File: src/rtl/mempool_tile_resp_buffer.sv
// mempool_tile_resp_buffer: per-bank response buffer. Accepts bank requests
// under credit control, tracks in-flight accesses through a fixed-latency
// delay line and queues bank read results with their metadata in a FIFO
// that feeds one input of the tile response arbiter.
module mempool_tile_resp_buffer #(
  parameter int unsigned Depth       = 4,
  parameter int unsigned BankLatency = 1,
  parameter type         meta_t      = logic,
  parameter type         data_t      = logic
) (
  input  logic                       clk_i,
  input  logic                       rst_ni,
  input  logic                       req_valid_i,
  output logic                       req_ready_o,
  input  meta_t                      req_meta_i,
  output logic                       bank_req_o,
  input  data_t                      bank_rdata_i,
  output logic                       resp_valid_o,
  input  logic                       resp_ready_i,
  output meta_t                      resp_meta_o,
  output data_t                      resp_data_o,
  output logic [$clog2(Depth+1)-1:0] occupancy_o
);

  localparam int unsigned CntW = $clog2(Depth + 1);
  localparam int unsigned PtrW = (Depth > 1) ? $clog2(Depth) : 1;

  typedef struct packed {
    meta_t meta;
    data_t data;
  } entry_t;

  logic [BankLatency-1:0] dl_vld_q, dl_vld_d;
  meta_t                  dl_meta_q [BankLatency];
  meta_t                  dl_meta_d [BankLatency];
  entry_t                 mem_q [Depth];
  entry_t                 mem_d [Depth];
  logic [PtrW-1:0]        wptr_q, wptr_d, rptr_q, rptr_d;
  logic [CntW-1:0]        count_q, count_d;
  logic [CntW-1:0]        outstanding_q, outstanding_d;
  logic                   acc, push, pop;

  // Credits come from registered state only; reset forces no acceptance.
  assign req_ready_o  = rst_ni & (outstanding_q < CntW'(Depth));
  assign acc          = req_valid_i & req_ready_o;
  assign bank_req_o   = acc;
  assign push         = dl_vld_q[BankLatency-1];
  assign resp_valid_o = (count_q != '0);
  assign pop          = resp_valid_o & resp_ready_i;
  assign resp_meta_o  = mem_q[rptr_q].meta;
  assign resp_data_o  = mem_q[rptr_q].data;
  assign occupancy_o  = outstanding_q;

  // Delay line: a new access enters stage 0, older ones shift one stage per cycle
  always_comb begin
    dl_vld_d     = '0;
    dl_meta_d    = dl_meta_q;
    dl_vld_d[0]  = acc;
    dl_meta_d[0] = req_meta_i;
    for (int unsigned i = 1; i < BankLatency; i++) begin
      dl_vld_d[i]  = dl_vld_q[i-1];
      dl_meta_d[i] = dl_meta_q[i-1];
    end
  end

  // FIFO: capture bank data at the tail when the last stage is valid, pop the head
  always_comb begin
    mem_d   = mem_q;
    wptr_d  = wptr_q;
    rptr_d  = rptr_q;
    count_d = count_q;
    if (push) begin
      mem_d[wptr_q] = {dl_meta_q[BankLatency-1], bank_rdata_i};
      wptr_d        = (wptr_q == PtrW'(Depth - 1)) ? '0 : wptr_q + PtrW'(1);
    end
    if (pop) begin
      rptr_d = (rptr_q == PtrW'(Depth - 1)) ? '0 : rptr_q + PtrW'(1);
    end
    case ({push, pop})
      2'b10:   count_d = count_q + CntW'(1);
      2'b01:   count_d = count_q - CntW'(1);
      default: count_d = count_q;
    endcase
  end

  // Credit counter: accepted requests not yet popped
  always_comb begin
    case ({acc, pop})
      2'b10:   outstanding_d = outstanding_q + CntW'(1);
      2'b01:   outstanding_d = outstanding_q - CntW'(1);
      default: outstanding_d = outstanding_q;
    endcase
  end

  // Control state with synchronous reset; in-flight valid bits are dropped
  always_ff @(posedge clk_i) begin
    if (!rst_ni) begin
      dl_vld_q      <= '0;
      wptr_q        <= '0;
      rptr_q        <= '0;
      count_q       <= '0;
      outstanding_q <= '0;
    end else begin
      dl_vld_q      <= dl_vld_d;
      wptr_q        <= wptr_d;
      rptr_q        <= rptr_d;
      count_q       <= count_d;
      outstanding_q <= outstanding_d;
    end
  end

  // Payload storage is not reset; validity is tracked by the control state
  always_ff @(posedge clk_i) begin
    dl_meta_q <= dl_meta_d;
    mem_q     <= mem_d;
  end

  // Credits bound the FIFO fill, so a write into a full FIFO without a pop is a bug
  assert property (@(posedge clk_i) disable iff (!rst_ni)
                   !(push && !pop && (count_q == CntW'(Depth))));

endmodule

File: config.mk
export PLATFORM = sky130hd
export DESIGN_NAME = mempool_tile_resp_buffer
export DESIGN_NICKNAME = d
export VERILOG_FILES = /design/src/rtl/mempool_tile_resp_buffer.sv
export SDC_FILE = /design/constraint.sdc
export NUM_CORES = 1
export LEC_CHECK = 0
export ABC_AREA = 1
export BUFFER_PORTS_ARGS = -buffer_cell sky130_fd_sc_hd__buf_4
export CAP_MARGIN = 0
export CORE_MARGIN = 1
export CORE_UTILIZATION = 55
export CTS_BUF_LIST = sky130_fd_sc_hd__clkbuf_4
export DETAILED_ROUTE_END_ITERATION = 6
export PLACE_DENSITY = 0.86
export SLEW_MARGIN = 20
export SYNTH_ARGS = -nofsm -noshare
export SYNTH_HDL_FRONTEND = slang
export SYNTH_SLANG_ARGS = --single-unit
File: constraint.sdc
create_clock -name clk_i -period 1.8 [get_ports clk_i]
set_input_delay 0.27 -clock clk_i [delete_from_list [all_inputs] [get_ports clk_i]]
set_output_delay 0.27 -clock clk_i [all_outputs]
set_load 0.01 [all_outputs]
After elaboration in Yosys (flattened, before gate mapping)
Index checks and enable logic that the tools add are counted.
{ "totals": {"in_bits": 6, "register_bits": 20, "word_cells": 49, "output_inout_bits": 8} }
{ "op_classes": {"mux": 10, "reduce_logical": 4, "n_eq_ne": 6, "magnitude_cmp": 4, "bitwise": 5, "n_addsub": 6} }
{ "ops": {"columns": ["op", "count"], "rows": [
  ["$pmux W3 S2", 2],
  ["$mux W2", 5],
  ["$bwmux W8", 1],
  ["$eq A2 B2 Y1 const B", 4],
  ["$add A3 B1 Y3 const B", 2],
  ["$ge A3 B3 Y1 const B", 2],
  ["$not A2 Y3", 2],
  ["$sub A3 B1 Y3 const B", 2],
  ["$add A2 B1 Y2 const B", 2],
  ["$bmux W2 S2", 1],
  ["$demux W2 S2", 1],
  ["$eq A2 B1 Y1 const B", 2],
  ["$reduce_bool A2 Y1", 2],
  ["$and A1 B1 Y1", 3],
  ["$lt A3 B1 Y1 const B", 1],
  ["$lt A3 B3 Y1 const B", 1],
  ["$reduce_bool A3 Y1", 1],
  ["$logic_and A1 B1 Y1", 1]
]} }

Longest topological paths before layout
{ "logic_depth": {"depth_word": 6, "ltp_mapped": 13} }

Worst setup path before layout
No wires, ideal clock.
{ "synth_timing": {"path_kind": "register to register", "start": "register count_q[0]", "end": "register outstanding_q[2] (netlist: occupancy_o[2])", "stages_incl_launch_ff": 13, "arrival_ns": 1.517, "period_less_slack_ns": 1.630, "setup_slack_ns": 0.170, "setup_ns": 0.113, "cell_sequence": "dfxtp_1 > inv_2 > nand3_2 > and2_1 > ha_1 > inv_1 > fa_1 > inv_1 > nand2_1 > nand3_1 > nand2_1 > nand2_1 > nor2_1"} }
{ "synth_between": {"elab_chain_len": 4} }
{ "synth_rtl": {"columns": ["element", "line_no", "text"], "rows": [
  ["start, declared", "39", "logic [CntW-1:0] count_q, count_d;"],
  ["start signal, assigned", "107", "count_q <= count_d;"],
  ["$reduce_bool A3 Y1 (*)", "48", "assign resp_valid_o = (count_q != '0);"],
  ["via resp_valid_o", "18", "output logic resp_valid_o,"],
  ["$and A1 B1 Y1 (*)", "49", "assign pop = resp_valid_o & resp_ready_i;"],
  ["$eq A2 B1 Y1 / $eq A2 B2 Y1 (equally long branches)", "88", "case ({acc, pop})"],
  ["$pmux W3 S2 / $reduce_bool A2 Y1 (equally long branches)", null, null],
  ["end signal, assigned", "108", "outstanding_q <= outstanding_d;"],
  ["end, declared", "40", "logic [CntW-1:0] outstanding_q, outstanding_d;"]
]} }
The timed path passes the listed nets; every way through them passes the cells marked *.
A chain may end at the register's enable or synchronous reset.

Final worst setup path
{ "layout_timing": {"start": "register count_q[0]", "end": "register outstanding_q[2] (netlist: occupancy_o[2])"} }
{ "layout_between": {"elab_chain_len": 4} }
{ "layout_rtl": {"columns": ["element", "line_no"], "rows": [
  ["$reduce_bool A3 Y1 (*)", "48"],
  ["$and A1 B1 Y1 (*)", "49"],
  ["$eq A2 B1 Y1 / $eq A2 B2 Y1 (equally long branches)", "88"],
  ["$pmux W3 S2 / $reduce_bool A2 Y1 (equally long branches)", null]
]} }
Every way passes the cells marked *; elsewhere a longest branch is shown, timed or not.

==> run_summary.xml <==
<?xml version="1.0" encoding="UTF-8"?>
<metrics>
  <group name="outcome">
    <metric name="run_status" unit="">finished clean</metric>
  </group>
  <group name="yosys">
    <metric name="netlist.top_cell.by_area" unit="">dfxtp_1</metric>
    <metric name="synth_fp_nets" unit="">124</metric>
    <metric name="synth_area" unit="µm²">969.7</metric>
    <metric name="post_synth_num_cell_types" unit="">19</metric>
    <metric name="synthesized_area_per_cell" unit="µm²">8.896</metric>
    <metric name="synth.yosys.warnings" unit="">0</metric>
    <metric name="ys_seq_elements" unit="">20</metric>
    <metric name="netlist_top_cells_area" unit="">dfxtp_1, edfxtp_1, ha_1, inv_1, nand2_1</metric>
    <metric name="synthesized_netlist_cell_count" unit="">109</metric>
    <metric name="synth-seq-area-share" unit="%">49.55</metric>
    <metric name="synth.top_cell.area_share" unit="%">24.77</metric>
  </group>
  <group name="place">
    <metric name="finalWeightedCongestion" unit="">0.6945</metric>
    <metric name="io_buffers" unit="">13</metric>
    <metric name="hpwl" unit="µm">1171</metric>
  </group>
  <group name="routing">
    <metric name="detail_route.drc_violations" unit="">0</metric>
    <metric name="detail_route.iter0.violations" unit="">13</metric>
    <metric name="via_count" unit="">691</metric>
    <metric name="post_drt_wl_per_cell" unit="µm">10.13</metric>
    <metric name="routed_wirelength" unit="µm">1439</metric>
    <metric name="post_drt_via_cell_ratio" unit="">4.866</metric>
    <metric name="number_of_detailed_routing_iterations_run_before_antenna_repair" unit="">4</metric>
    <metric name="ant_nets" unit="">0</metric>
  </group>
  <group name="timing">
    <metric name="final_max_slew_viol_count" unit="">0</metric>
    <metric name="period_share" unit="%">92.03</metric>
    <metric name="layout_min_cycle_time" unit="ps">1656</metric>
    <metric name="max_freq" unit="MHz">603.7</metric>
    <metric name="timing.clock.skew" unit="ps">2.011</metric>
    <metric name="timing_worst_slew_pin_value" unit="ps">224.2</metric>
    <metric name="setup_repair_after_global_routing_missed_its_margin" unit="">no</metric>
    <metric name="setup_viol_count_final" unit="">0</metric>
    <metric name="count_of_final_hold_check_violations" unit="">0</metric>
    <metric name="setup_total_negative_slack" unit="ps">0</metric>
    <metric name="maxSlewHeadroom" unit="%">85.03</metric>
  </group>
  <group name="clock_tree">
    <metric name="htree_num_levels" unit="">1</metric>
    <metric name="cts-root-to-sink-buffers" unit="">2</metric>
    <metric name="clock_transition_at_the_registers_of_the_reported_paths" unit="ps">110</metric>
    <metric name="cts_inserted_buffers" unit="">3</metric>
    <metric name="post-cts-setup-buffers" unit="">0</metric>
    <metric name="clk-insertion-delay-late" unit="ps">290</metric>
    <metric name="ctsRootBufferMaster" unit="">clkbuf_4</metric>
    <metric name="numClockSinks" unit="">20</metric>
    <metric name="tritoncts" unit="">yes</metric>
  </group>
  <group name="layout">
    <metric name="final_layout_size_suffix_gt1_share" unit="%">26.98</metric>
    <metric name="synthToLayoutAreaGrowth" unit="%">16.00</metric>
    <metric name="diodes" unit="">0</metric>
    <metric name="fin_util" unit="%">71.35</metric>
    <metric name="design.final.nets" unit="">142</metric>
  </group>
  <group name="die">
    <metric name="fp.dieW" unit="µm">43.99</metric>
    <metric name="die-height" unit="µm">43.99</metric>
    <metric name="core-area" unit="µm²">1577</metric>
    <metric name="initial_core_util" unit="%">61.51</metric>
    <metric name="i_o_pins" unit="">14</metric>
    <metric name="row_count" unit="">14</metric>
    <metric name="fp.dieArea" unit="µm²">1935</metric>
  </group>
  <group name="grt">
    <metric name="pin_count_of_the_biggest_net_entering_global_routing" unit="">12</metric>
    <metric name="grt_usage" unit="%">17.09</metric>
    <metric name="grt_pass1_wl" unit="µm">2373</metric>
    <metric name="grt_overflow_total" unit="">0</metric>
    <metric name="grt_antenna_before_repair" unit="">0</metric>
    <metric name="grt_pass1_vias" unit="">611</metric>
  </group>
  <group name="critical_path">
    <metric name="cp.arrival" unit="ps">1850</metric>
    <metric name="worstSetupEndpointType" unit="">register</metric>
    <metric name="data_required_time_at_the_worst_endpoint" unit="ps">2000</metric>
    <metric name="setup.worst_path.class" unit="">register to register</metric>
    <metric name="crit_path_max_fo" unit="">4</metric>
    <metric name="crit_path_start_kind" unit="">register</metric>
  </group>
  <group name="pwr">
    <metric name="powerDensity" unit="nW/µm²">1360</metric>
    <metric name="static-leakage-power" unit="µW">0.0005552</metric>
    <metric name="vdd_ir_drop_max" unit="V">0.0009117</metric>
  </group>
  <group name="run">
    <metric name="cap_violations" unit="">0</metric>
  </group>
  <group name="worst_hold_path">
    <metric name="hp-class" unit="">input port to register</metric>
  </group>
</metrics>
==> cell usage after synthesis <==
cell type / instances
fa_1: 2
nor3_2: 1
nor2_1: 10
buf_6: 1
inv_1: 19
nor2_2: 2
o21ai_1: 2
nand3_2: 1
nand2_1: 15
dfxtp_1: 12
o22ai_1: 2
ha_1: 7
nand3_1: 4
inv_2: 6
and2_1: 1
a21oi_1: 8
o21ai_0: 7
edfxtp_1: 8
or2_1: 1
==> kinds of logic after synthesis <==
family                     count (synthesis)  share of synthesized area [%]
and+or+nand+nor                           35                          16.39
DFF                                       20                          49.55
buffers and inverters                     26                          10.84
adders and majority gates                  9                          13.16
AOI/OAI and AO/OA                         19                          10.06
==> through the flow <==
stage	cell area, µm²	hold slack, ps	power, µW	instances	worst slack [ps]
final	1125	87.05	1529	142	143.5
after global routing	1125	70.39	1662	142	21.63
after CTS	1110	79.32	1516	142	26.86
after detailed placement	1084	386.1	1313	138	29.81
after global placement	1084	374.5	1270	138	132.1
after floorplan	969.7	297.7	1067	109	170.4
==> critical path: stages (launching register included) <==
cell	delay [ps]
dfxtp_1	340
inv_2	60
nand3_2	70
and2_4	150
ha_2	170
inv_1	60
fa_2	340
inv_1	70
nand2_1	50
nand3_1	100
nand2_1	60
nand2_1	60
nor2_1	40
==> registers in the layout, indices dropped and copies added, names as in the netlist <==
| signal | cells |
|---|---|
| mem_q | 8 |
| count_q | 3 |
| occupancy_o | 3 |
| dl_meta_q | 1 |
| dl_vld_q | 1 |
| wptr_q | 2 |
| rptr_q | 2 |
==> layout by cell type (no fill, tap or decap) <==
| cell type | Yosys | layout |
|---|---|---|
| inv_1 | 19 | 19 |
| nor2_1 | 10 | 10 |
| o21ai_1 | 2 | 2 |
| nand2_1 | 15 | 15 |
| ha_1 | 7 | 5 |
| edfxtp_1 | 8 | 8 |
| fa_2 | 0 | 2 |
| o21ai_0 | 7 | 7 |
| nor2_2 | 2 | 2 |
| dfxtp_2 | 0 | 2 |
| nand3_2 | 1 | 1 |
| ha_2 | 0 | 2 |
| nand3_1 | 4 | 4 |
| buf_4 | 0 | 14 |
| nor3_2 | 1 | 1 |
| dfxtp_1 | 12 | 10 |
| clkbuf_4 | 0 | 3 |
| a21oi_1 | 8 | 8 |
| or2_1 | 1 | 1 |
| clkinv_1 | 0 | 1 |
| o22ai_1 | 2 | 2 |
| and2_4 | 0 | 1 |
| inv_2 | 6 | 6 |
==> metal layers <==
| metal | vias up | track usage [%] | part of all wire, % |
|---|---|---|---|
| met1 | 300 | 20.49 | 45 |
| met4 | 0 | 9.091 | 0.63 |
| li1 | 375 | - | - |
| met2 | 14 | 29.55 | 50 |
| met5 | - | 0 | 0 |
| met3 | 2 | 2.500 | 4.2 |
==> what timing repair did <==
item	in CTS	in global routing
endpoints found under the setup margin	0	2
hold buffers	0	0
resized for setup	0	7
==> final timing paths <==
check | startpoint | end | depth (start not counted) | slack (ps)
setup / recovery | count_q[0] | occupancy_o[2] | 12 | 140
hold reg to reg | occupancy_o[0] | occupancy_o[0] | 1 | 490
setup reg to reg | count_q[0] | occupancy_o[2] | 12 | 140
hold / removal | req_meta_i | dl_meta_q | 1 | 90
==> cell type report <==
class	instances	area [µm²]
Sequential cell	20	483.0
Fill cell	119	451.7
Multi-Input combinational cell	63	396.6
Timing Repair Buffer	14	105.1
Inverter	25	93.84
Clock buffer	3	22.52
Tap cell	16	20.02
Clock inverter	1	3.754
==> report_power, final <==
part	switching (µW)	internal, µW	total [µW]
Combinational	367	317	684
Sequential	75.0	564	639
Clock	126	80.5	207
Total	569	961	1530
(Power assumes the default switching activity.)
